### src/rtl/interrupt_pkg.sv
// Shared types and constants for the interrupt front end.
package interrupt_pkg;

    typedef enum logic [1:0] {
        VEC_NONE  = 2'b00,
        VEC_IRQ   = 2'b01,
        VEC_NMI   = 2'b10,
        VEC_RESET = 2'b11
    } vec_sel_t;

    localparam int unsigned SYNC_STAGES    = 2;
    localparam int unsigned RESET_HOLD_MAX = 15;
    localparam int unsigned HOLD_CNT_W     = $clog2(RESET_HOLD_MAX + 1);

    // Saturating increment so a long RESET hold never wraps back to "not armed".
    function automatic logic [HOLD_CNT_W-1:0] hold_inc(input logic [HOLD_CNT_W-1:0] cnt);
        return (cnt == HOLD_CNT_W'(RESET_HOLD_MAX)) ? cnt : cnt + 1'b1;
    endfunction

endpackage

### src/rtl/pin_synchronizer.sv
// Multi-flop synchronizer for one asynchronous active-low pin; idles high.
import interrupt_pkg::*;

module pin_synchronizer (
    input  logic clk,
    input  logic nrst,
    input  logic i_async,
    output logic o_sync
);

    logic [SYNC_STAGES-1:0] r_sync;

    always_ff @(posedge clk or negedge nrst) begin
        if (!nrst) begin
            r_sync <= '1;
        end else begin
            r_sync <= {r_sync[SYNC_STAGES-2:0], i_async};
        end
    end

    assign o_sync = r_sync[SYNC_STAGES-1];

endmodule

### src/rtl/interrupt_detect.sv
// RESET/NMI/IRQ pin detection and boundary arbitration.
// Optional macro INTERRUPT_POWER_ON_RESET_EN: issue a reset sequence after nrst release.
import interrupt_pkg::*;

module interrupt_detect #(
    parameter int unsigned RESET_HOLD_CYCLES = 2
) (
    input  logic       clk,
    input  logic       nrst,
    input  logic       enableFFs,
    input  logic       nResetPin,
    input  logic       nNmiPin,
    input  logic       nIrqPin,
    input  logic       processStatusRegIFlag,
    input  logic       instructionBoundary,
    output logic       resetInitiated,
    output logic       nmiInitiated,
    output logic       irqInitiated,
    output logic [1:0] vectorSelect,
    output logic       interruptPending
);

`ifdef INTERRUPT_POWER_ON_RESET_EN
    localparam logic     POR_PENDING = 1'b1;
    localparam vec_sel_t POR_VEC     = VEC_RESET;
`else
    localparam logic     POR_PENDING = 1'b0;
    localparam vec_sel_t POR_VEC     = VEC_NONE;
`endif

    localparam logic [HOLD_CNT_W-1:0] HOLD_LIMIT = HOLD_CNT_W'(RESET_HOLD_CYCLES);

    logic w_reset_s, w_nmi_s, w_irq_s;

    pin_synchronizer u_sync_reset (.clk(clk), .nrst(nrst), .i_async(nResetPin), .o_sync(w_reset_s));
    pin_synchronizer u_sync_nmi   (.clk(clk), .nrst(nrst), .i_async(nNmiPin),   .o_sync(w_nmi_s));
    pin_synchronizer u_sync_irq   (.clk(clk), .nrst(nrst), .i_async(nIrqPin),   .o_sync(w_irq_s));

    logic [HOLD_CNT_W-1:0] r_hold_cnt;
    logic                  r_nmi_prev;
    logic                  r_reset_pending;
    logic                  r_nmi_pending;
    vec_sel_t              r_vec;
    logic                  r_reset_init, r_nmi_init, r_irq_init;

    logic w_reset_release, w_nmi_edge, w_irq_active;
    logic w_take_reset, w_take_nmi, w_take_irq;

    assign w_reset_release = w_reset_s && (r_hold_cnt >= HOLD_LIMIT);
    assign w_nmi_edge      = r_nmi_prev && !w_nmi_s;
    assign w_irq_active    = !w_irq_s && !processStatusRegIFlag;

    assign w_take_reset = instructionBoundary && r_reset_pending;
    assign w_take_nmi   = instructionBoundary && !r_reset_pending && r_nmi_pending;
    assign w_take_irq   = instructionBoundary && !r_reset_pending && !r_nmi_pending && w_irq_active;

    always_ff @(posedge clk or negedge nrst) begin
        if (!nrst) begin
            r_hold_cnt      <= '0;
            r_nmi_prev      <= 1'b1;
            r_reset_pending <= POR_PENDING;
            r_nmi_pending   <= 1'b0;
            r_vec           <= POR_VEC;
            r_reset_init    <= 1'b0;
            r_nmi_init      <= 1'b0;
            r_irq_init      <= 1'b0;
        end else begin
            r_reset_init <= 1'b0;
            r_nmi_init   <= 1'b0;
            r_irq_init   <= 1'b0;
            if (enableFFs) begin
                r_hold_cnt <= w_reset_s ? '0 : hold_inc(r_hold_cnt);
                r_nmi_prev <= w_nmi_s;
                if (w_take_reset) begin
                    r_reset_pending <= 1'b0;
                    r_nmi_pending   <= 1'b0;
                    r_reset_init    <= 1'b1;
                    r_vec           <= VEC_RESET;
                end else if (w_take_nmi) begin
                    r_nmi_pending <= 1'b0;
                    r_nmi_init    <= 1'b1;
                    r_vec         <= VEC_NMI;
                end else if (w_take_irq) begin
                    r_irq_init <= 1'b1;
                    r_vec      <= VEC_IRQ;
                end
                // New events come after the clears so a coinciding edge/release survives.
                if (w_reset_release) r_reset_pending <= 1'b1;
                if (w_nmi_edge)      r_nmi_pending   <= 1'b1;
            end
        end
    end

    assign resetInitiated   = r_reset_init;
    assign nmiInitiated     = r_nmi_init;
    assign irqInitiated     = r_irq_init;
    assign vectorSelect     = r_vec;
    assign interruptPending = r_reset_pending || r_nmi_pending || w_irq_active;

endmodule

### config.mk
export PLATFORM = sky130hd
export DESIGN_NAME = interrupt_detect
export DESIGN_NICKNAME = d
export VERILOG_FILES = /design/src/rtl/interrupt_pkg.sv /design/src/rtl/pin_synchronizer.sv /design/src/rtl/interrupt_detect.sv
export SDC_FILE = /design/constraint.sdc
export NUM_CORES = 1
export LEC_CHECK = 0
export BUFFER_PORTS_ARGS = -buffer_cell sky130_fd_sc_hd__buf_4
export CORE_AREA = 2 2 39 41
export CTS_BUF_LIST = sky130_fd_sc_hd__clkbuf_4 sky130_fd_sc_hd__clkbuf_8
export DETAILED_ROUTE_END_ITERATION = 16
export DIE_AREA = 0 0 41 43
export GPL_ROUTABILITY_DRIVEN = 0
export GPL_TIMING_DRIVEN = 0
export PLACE_DENSITY = 0.8
export SLEW_MARGIN = 20
export SYNTH_ARGS = -nofsm -noshare
export SYNTH_HDL_FRONTEND = slang
export SYNTH_SLANG_ARGS = --single-unit
### constraint.sdc
create_clock -name clk -period 1.85 [get_ports clk]
set_input_delay 0.4625 -clock clk [delete_from_list [all_inputs] [get_ports clk]]
set_output_delay 0.4625 -clock clk [all_outputs]
set_load 0.01 [all_outputs]
==> flow_summary.yaml, run 1 <==
outcome:
  status: "complete, no violations"
worst_setup_path:
  arrival_ps: 1140
  path_class: "flip-flop to output pin"
  worstPathMaxFanout: 5
  setup.worst_path.start_class: "flip-flop"
  path_cells: "nor2_1 -> o21ai_0 -> buf_4"
  cp.required_ps: 1390
  crit_start: "r_reset_pending"
  critPathMaxStageDelay_ps: 420
  r2r-start: "r_hold_cnt[0]"
  cp-end-kind: "output pin"
  critPathSlowestCell: "dfrtp_1"
drt:
  antenna_left: 0
  vias: 499
  wl_per_cell_um: 12.7
  vias_per_cell: 5.61
  drc: 0
  drtPass1Iterations: 4
  drt_iter0_drc: 12
  wirelength_um: 1130
sta:
  final_hold_viol_count: 0
  worst_pin_slew_ps: 265
  rsz0062_at_grt: "false"
  finClkSkew_ps: 5.97
  fin_tns_setup_ps: 0
  fmax_mhz: 624
  fin_crit_sh_pct: 86.7
  timing.slew.headroom_pct: 82.1
  drv_slew: 0
  setup_viol: 0
  period_needed_ps: 1600
layout:
  nNetsFinal: 84
  fin_area_sq_um: 853
  drive_above_1_share_pct: 38.4
  n_antenna_cell: 0
  finish.utilization_pct: 61.7
  fillCellCount: 109
  areaGrowthSynthToFinish_pct: 22.0
logic_synthesis:
  ys_ff_latch: 18
  synth_fp_nets: 66
  synth_area_leader_cell: "dfrtp_1"
  synth_top_area_share_pct: 39.4
  seq_area_frac_synth_pct: 65.7
  synthTopCellsByArea: "dfrtp_1 39%, dfstp_2 26%, a21oi_1 4.3%"
  yosys_warnings: 0
  netlist_area_sq_um: 699
  async_flop_share_pct: 100
  ys.flop_type: "dfrtp_1"
  synth_cells: 56
  synth_edf_count: 0
  synth_most_common_cell: "dfrtp_1"
  ys_types: 23
  avgSynthCellArea_sq_um: 12.5
  synth_commonest_cells: "11 x dfrtp_1, 7 x dfstp_2, 6 x a21oi_1, 4 x nand2_1, 4 x o21ai_0"
pwr:
  power.density_mw_per_mm2: 998
  ir_worst_vdd_v: 0.000596
  p_leak_nw: 0.404
grt:
  grt_max_degree: 19
  grt_usage_pct: 15.7
  antenna_found_initial: 0
  overflow: 0
  grt_pass1_vias: 461
  grt_pass1_wl_um: 1860
placed_design:
  hpwlAfterDp_um: 844
  placed_area_sq_um: 817
  io_buffer_count: 13
die:
  pin_count: 14
  initial_core_util_pct: 50.5
  core_area_sq_mm: 0.00138
  rows: 14
  die_x_um: 41
  die_area_sq_mm: 0.00176
  die_y_um: 43
clock_network:
  postCtsHoldBufs: 0
  cts_tree: "yes"
  cts-buffers-inserted: 3
  htree_levels: 1
  clkTransAtPathRegs_ps: 100
  numClockSinks: 18
  clkLatencyLatePin_ps: 290
  post_cts_buffers: 0
  clockBufferDepth: 2
  cts_resized: 0
  clockRootBuffer: "clkbuf_4"
min_path:
  hp-class: "input port to asynchronous set/reset pin"
run:
  cap_viol_max_count: 0
[registers in the layout, summed over array words and instances, names as in the netlist]
name / cells
u_sync_irq.r_sync: 2
r_nmi_prev: 1
resetInitiated: 1
u_sync_nmi.r_sync: 2
r_hold_cnt: 4
u_sync_reset.r_sync: 2
r_nmi_pending: 1
nmiInitiated: 1
irqInitiated: 1
vectorSelect: 2
r_reset_pending: 1
[worst paths after layout]
check / endpoint / slack, ps / cells past startpoint
min in group clk: u_sync_reset.r_sync[0] / 280 / 1
worst min-delay path: resetInitiated / 20 / 1
worst max register to register: r_reset_pending / 400 / 4
max in group asynchronous: r_nmi_prev / 1580 / 1
worst min register to register: u_sync_reset.r_sync[1] / 350 / 0
worst max-delay path: interruptPending / 250 / 3
[layout make-up]
class | count | area, sq um | share of cell area, %
buffer | 1 | 5.00 | 0.587
clock buffer | 4 | 36.3 | 4.25
inverter | 2 | 7.51 | 0.880
multi-input combinational | 35 | 228 | 26.7
sequential | 18 | 459 | 53.8
tap | 16 | 20.0 | 2.35
timing repair buffer | 13 | 97.6 | 11.4
[where the power goes]
part / internal (mW) / switching, mW
sequential: 0.443 / 0.0341
clock: 0.120 / 0.115
combinational: 0.0756 / 0.0648
total: 0.638 / 0.214
[through the flow]
step                      cells  power (mW)  worst slack [ps]  hold slack (ps)
final                        89       0.852               247             18.9
after global routing         89       0.905               203             11.2
after floorplan              56       0.553               502              167
after detailed placement     85       0.628               420              339
after CTS                    89       0.866               238             20.5
after global placement       85       0.619               450              338
[cell usage in the layout (no fill, tap or decap), drive strengths merged, types with 2 or more instances in the layout]
master   n
buf     14
dfrtp   11
dfstp    7
a21oi    6
o21ai    4
nand2    4
clkbuf   4
nor2     3
inv      2
nand3    2
o21bai   2
ha       2
and3     2
[metal layers]
layer  track usage, %  wire [um]  vias to the layer above
met5                0          0                        -
met3             4.71         63                        2
met2             24.1        570                       15
met1             19.9        487                      246
met4             6.00          6                        0
li1                 -          -                      236
[critical path: cells and delay by family (launching register included)]
kind	cells	cell delay, ps
compound gates	1	120
simple gates	1	150
flops	1	420
buf+inv	1	160
[cell families (layout without fill, tap and decap cells)]
| kind of cell | after synthesis | after routing | synth area share, % |
|---|---|---|---|
| adder cells (fa/ha/maj) | 2 | 2 | 3.58 |
| flip-flops | 18 | 18 | 65.7 |
| buffers and inverters | 3 | 20 | 1.79 |
| multiplexers | 1 | 1 | 1.61 |
| AND/OR/NAND/NOR | 15 | 15 | 12.0 |
| AO/OA/AOI/OAI | 17 | 17 | 15.4 |
No activity file was read; power rests on OpenSTA's default activity.
==> inputs of run 2 (changes only) <==
- BUFFER_PORTS_ARGS: -buffer_cell sky130_fd_sc_hd__buf_4 -> -buffer_cell sky130_fd_sc_hd__buf_2
- GPL_ROUTABILITY_DRIVEN: 0 -> unset
==> run 2 against run 1 <==
- clock-buffer cell count unchanged
- sequential power about the same
- critical path type unchanged
- routed wire length decreased by 2.9%
- via count decreased by 2.8%
- worst setup slack improved by 9.5 ps
- critical endpoint unchanged
- combinational power decreased by 11%
- critical path depth unchanged
- first-iteration DRC count decreased by 8.3%
- clock skew decreased by 5.2 ps
- register-to-register slack improved by 20 ps
- fmax increased by 0.59%
- non-clock buffer count unchanged
==> flow_summary.yaml, run 2 (synthesized netlist as in run 1, its figures left out) <==
outcome:
  status: "complete, no violations"
layout:
  fillCellCount: 109
  n_antenna_cell: 0
  final_cells: 89
  areaGrowthSynthToFinish_pct: 17.4
  seqCellArea_sq_um: 459
  layout_commonest_cell: "buf_2"
  largest_reg_flops: 4
  drive_above_1_share_pct: 38.4
  nNetsFinal: 84
  layout_common_cells: "14 x buf_2, 11 x dfrtp_1, 7 x dfstp_2, 6 x a21oi_1"
  multi_input_area_sq_um: 228
  finish.utilization_pct: 59.3
  top_register: "r_hold_cnt"
sta:
  setup_viol: 0
  finClkSkew_ps: 0.750
  rsz0062_at_grt: "false"
  final_hold_viol_count: 0
  drv_slew: 0
  fin_tns_setup_ps: 0
  period_needed_ps: 1590
  fmax_mhz: 628
  worst_pin_slew_ps: 384
  holdWs_ps: 79.6
  fin_crit_sh_pct: 86.1
  timing.slew.headroom_pct: 74.4
die:
  core_area_sq_mm: 0.00138
  rows: 14
  die_area_sq_mm: 0.00176
  die_x_um: 41
  initial_core_util_pct: 50.5
  pin_count: 14
  die_y_um: 43
worst_setup_path:
  path_cells: "nor2_1 -> o21ai_0 -> buf_2"
  crit_family: "flip-flops"
  worst-path-buf-inv: 1
  arrival_ps: 1130
  cp.required_ps: 1390
  path_class: "flip-flop to output pin"
  setup.worst_path.start_class: "flip-flop"
  cp-end-kind: "output pin"
  worstPathMaxFanout: 5
  critPathMaxStageDelay_ps: 430
  rrSetupSlack_ps: 420
  critPathSlowestCell: "dfrtp_1"
pwr:
  power.density_mw_per_mm2: 1020
  ir_worst_vdd_v: 0.000700
  p_leak_nw: 0.396
clock_network:
  numClockSinks: 18
  clockRootBuffer: "clkbuf_4"
  cts_tree: "yes"
  post_cts_buffers: 0
  cts_resized: 0
  htree_levels: 1
  postCtsHoldBufs: 0
  cts-buffers-inserted: 3
  clkTransAtPathRegs_ps: 100
  clockBufferDepth: 2
  clkLatencyLatePin_ps: 280
grt:
  grt_pass1_vias: 443
  grt_max_degree: 19
  antenna_found_initial: 0
  grt_pass1_wl_um: 1810
  overflow: 0
  grt_usage_pct: 15.7
drt:
  vias_per_cell: 5.45
  drtPass1Iterations: 4
  wl_per_cell_um: 12.3
  antenna_left: 0
  wirelength_um: 1100
  drt_iter0_drc: 11
  drc: 0
  vias: 485
placed_design:
  dp.cells: 85
  hpwlAfterDp_um: 780
  io_buffer_count: 13
  place.gp.congestion: 0.651
min_path:
  hp-class: "input port to asynchronous set/reset pin"
run:
  cap_viol_max_count: 0
==> run 2: worst paths after layout <==
check | from | end | depth (start not counted)
min in group clk | nIrqPin | u_sync_irq.r_sync[0] | 1
min | nrst | vectorSelect[0] | 1
max reg2reg | r_hold_cnt[0] | r_reset_pending | 4
max | r_reset_pending | interruptPending | 3
min reg2reg | u_sync_irq.r_sync[0] | u_sync_irq.r_sync[1] | 0
max in group asynchronous | nrst | u_sync_reset.r_sync[0] | 1
==> run 2: cell type report <==
type / count / area share, %
Inverter: 2 / 0.915
Buffer: 1 / 0.610
Sequential cell: 18 / 55.9
Multi-Input combinational cell: 35 / 27.7
Tap cell: 16 / 2.44
Clock buffer: 4 / 4.42
Timing Repair Buffer: 13 / 7.93
==> run 2: worst register-to-register path: stages (launching register included) <==
cell and delay (ps):
dfrtp_1 420, inv_1 60, ha_1 180, or4_1 410
a32o_1 270
==> run 2: per-stage QoR <==
step / instance area (sq um) / power, mW / setup WS, ps
2_1_floorplan: 699 / 0.553 / 502
3_3_place_gp: 785 / 0.601 / 458
3_5_place_dp: 785 / 0.608 / 433
4_1_cts: 821 / 0.842 / 249
5_1_grt: 821 / 0.880 / 198
6_report: 821 / 0.837 / 256
==> run 2: routing by layer <==
metal  vias up  wire length (um)  global-route usage, %
li1        237                 -                      -
met1       236               497                   20.5
met4         0                15                   8.00
met5         -                 0                      0
met2        10               538                   22.8
met3         2                43                   4.71
==> run 2: power by group <==
group	internal [mW]	leakage, nW	total, mW	switching [mW]
combinational	0.0600	0.157	0.124	0.0642
sequential	0.443	0.217	0.474	0.0317
clock	0.120	0.0210	0.239	0.119
total	0.622	0.396	0.837	0.215
==> inputs of run 3 (changes only) <==
- CTS_BUF_LIST: sky130_fd_sc_hd__clkbuf_4 sky130_fd_sc_hd__clkbuf_8 -> sky130_fd_sc_hd__clkbuf_8
- SETUP_SLACK_MARGIN: unset -> 0.4
==> run 3 against run 2 <==
- clock-buffer cell count unchanged
- combinational power increased by 61%
- core utilization increased by 6.4 points
- critical endpoint unchanged
- largest power group unchanged
==> flow_summary.yaml, run 3 (synthesized netlist as in run 1, its figures left out) <==
pwr:
  p_int_mw: 0.746
  total_power_mw: 0.997
  p_comb_share_pct: 20.1
  switching_share_pct: 25.2
  p_clk_share_pct: 32.5
  power.switching_mw: 0.252
  power.density_mw_per_mm2: 1100
  p_seq_share_pct: 47.5
  p_leak_nw: 0.448
  ir_worst_vdd_v: 0.000902
grt:
  grt_pass1_vias: 510
  overflow: 0
  grt_pass1_wl_um: 2130
  grt_usage_pct: 19.3
  grt_max_degree: 19
  antenna_found_initial: 0
worst_setup_path:
  cp.required_ps: 1390
  r2r.worst_path.cells: 7
  setup.worst_path.start_class: "flip-flop"
  worstPathMaxFanout: 2
  arrival_ps: 1000
  path_class: "flip-flop to output pin"
  cp-end-kind: "output pin"
clock_network:
  clkTransAtPathRegs_ps: 70
  clockRootBuffer: "clkbuf_8"
  cts-buffers-inserted: 3
  numClockSinks: 18
  htree_levels: 1
  cts_tree: "yes"
  clkLatencyLatePin_ps: 260
  clockBufferDepth: 2
layout:
  areaGrowthSynthToFinish_pct: 30.1
  finish.utilization_pct: 65.7
  layout_commonest_cell: "buf_2"
  fillCellCount: 104
  largest_reg_flops: 4
  nNetsFinal: 93
  top_register: "r_hold_cnt"
  drive_above_1_share_pct: 46.3
  n_antenna_cell: 0
  layout_common_cells: "14 x buf_2, 11 x dfrtp_1, 9 x buf_4, 7 x dfstp_2, 6 x a21oi_1"
sta:
  drv_slew: 0
  fin_crit_sh_pct: 79.1
  final_hold_viol_count: 0
  period_needed_ps: 1460
  fmax_mhz: 684
  finClkSkew_ps: 2.65
  rsz0062_at_grt: "true"
  worst_pin_slew_ps: 385
  setup_slack_ps: 388
  timing.slew.headroom_pct: 74.3
  setup_viol: 0
  holdWs_ps: 118
  fin_tns_setup_ps: 0
die:
  die_x_um: 41
  pin_count: 14
  die_area_sq_mm: 0.00176
  core_area_sq_mm: 0.00138
  die_y_um: 43
  initial_core_util_pct: 50.5
  rows: 14
min_path:
  hp-class: "input port to asynchronous set/reset pin"
drt:
  vias_per_cell: 5.58
  wl_per_cell_um: 13.8
  antenna_left: 0
  wirelength_um: 1360
  drc: 0
  drt_iter0_drc: 17
  vias: 547
  drtPass1Iterations: 4
placed_design:
  io_buffer_count: 13
  hpwlAfterDp_um: 780
  dp_worst_setup_slack_ps: 433
  place.gp.congestion: 0.651
outcome:
  status: "complete, no violations"
run:
  cap_viol_max_count: 0
==> run 3: cell types whose count changed in the layout (fill, tap and decap cells not counted) <==
cell and delta:
buf_4 +9, o21ai_0 -1, clkbuf_4 -3, nor2_1 -1, o21ai_1 +1, clkbuf_8 +3
nor2_2 +1
==> run 3: power by group through the flow <==
stage          clock network (mW)  registers, mW  logic, mW
6_report                    0.324          0.473      0.200
5_1_grt                     0.344          0.480      0.222
4_1_cts                     0.323          0.473      0.187
3_5_place_dp                    0          0.483      0.126
3_3_place_gp                    0          0.480      0.121
2_1_floorplan                   0          0.485     0.0681
==> run 3: cell type report <==
class / instances / area [sq um] / share of cell area [%]
clock buffer: 4 / 55.1 / 6.05
multi-input combinational: 35 / 230 / 25.3
inverter: 2 / 7.51 / 0.825
tap: 16 / 20.0 / 2.20
sequential: 18 / 459 / 50.5
buffer: 1 / 5.00 / 0.550
timing repair buffer: 22 / 133 / 14.6
==> run 3: final timing paths <==
check / startpoint / endpoint / slack (ps)
setup / recovery: r_nmi_pending / interruptPending / 390
hold / removal: nrst / vectorSelect[0] / 120
setup reg to reg: r_nmi_pending / irqInitiated / 400
hold reg to reg: u_sync_reset.r_sync[0] / u_sync_reset.r_sync[1] / 360
max in group asynchronous: nrst / u_sync_reset.r_sync[0] / 1420
min in group clk: nIrqPin / u_sync_irq.r_sync[0] / 300
==> run 3: layer usage <==
layer / track usage, % / share of wire, % / vias to the layer above
li1: - / - / 254
met1: 24.0 / 43 / 265
met2: 26.9 / 48 / 21
met3: 7.85 / 5.3 / 7
met4: 12.0 / 3.8 / 0
met5: 0 / 0 / -
==> run 3: per-stage QoR <==
step | cells | cell area (sq um)
after global placement | 85 | 785
final | 98 | 910
after detailed placement | 85 | 785
after floorplan | 56 | 699
after global routing | 98 | 910
after CTS | 96 | 895
==> run 3: timing repair <==
| action | in CTS | in global routing |
|---|---|---|
| endpoints found under the setup margin | 1 | 2 |
| gates cloned | 0 | 0 |
| hold buffers | 0 | 0 |
| pin swaps | 1 | 1 |
| gates resized for setup | 2 | 0 |
| setup buffers | 7 | 2 |
==> run 3: critical path, cell delays in order, from the launching register on <==
cell,delay (ps)
dfrtp_1,400
nor2_2,140
o21ai_1,70
buf_2,140
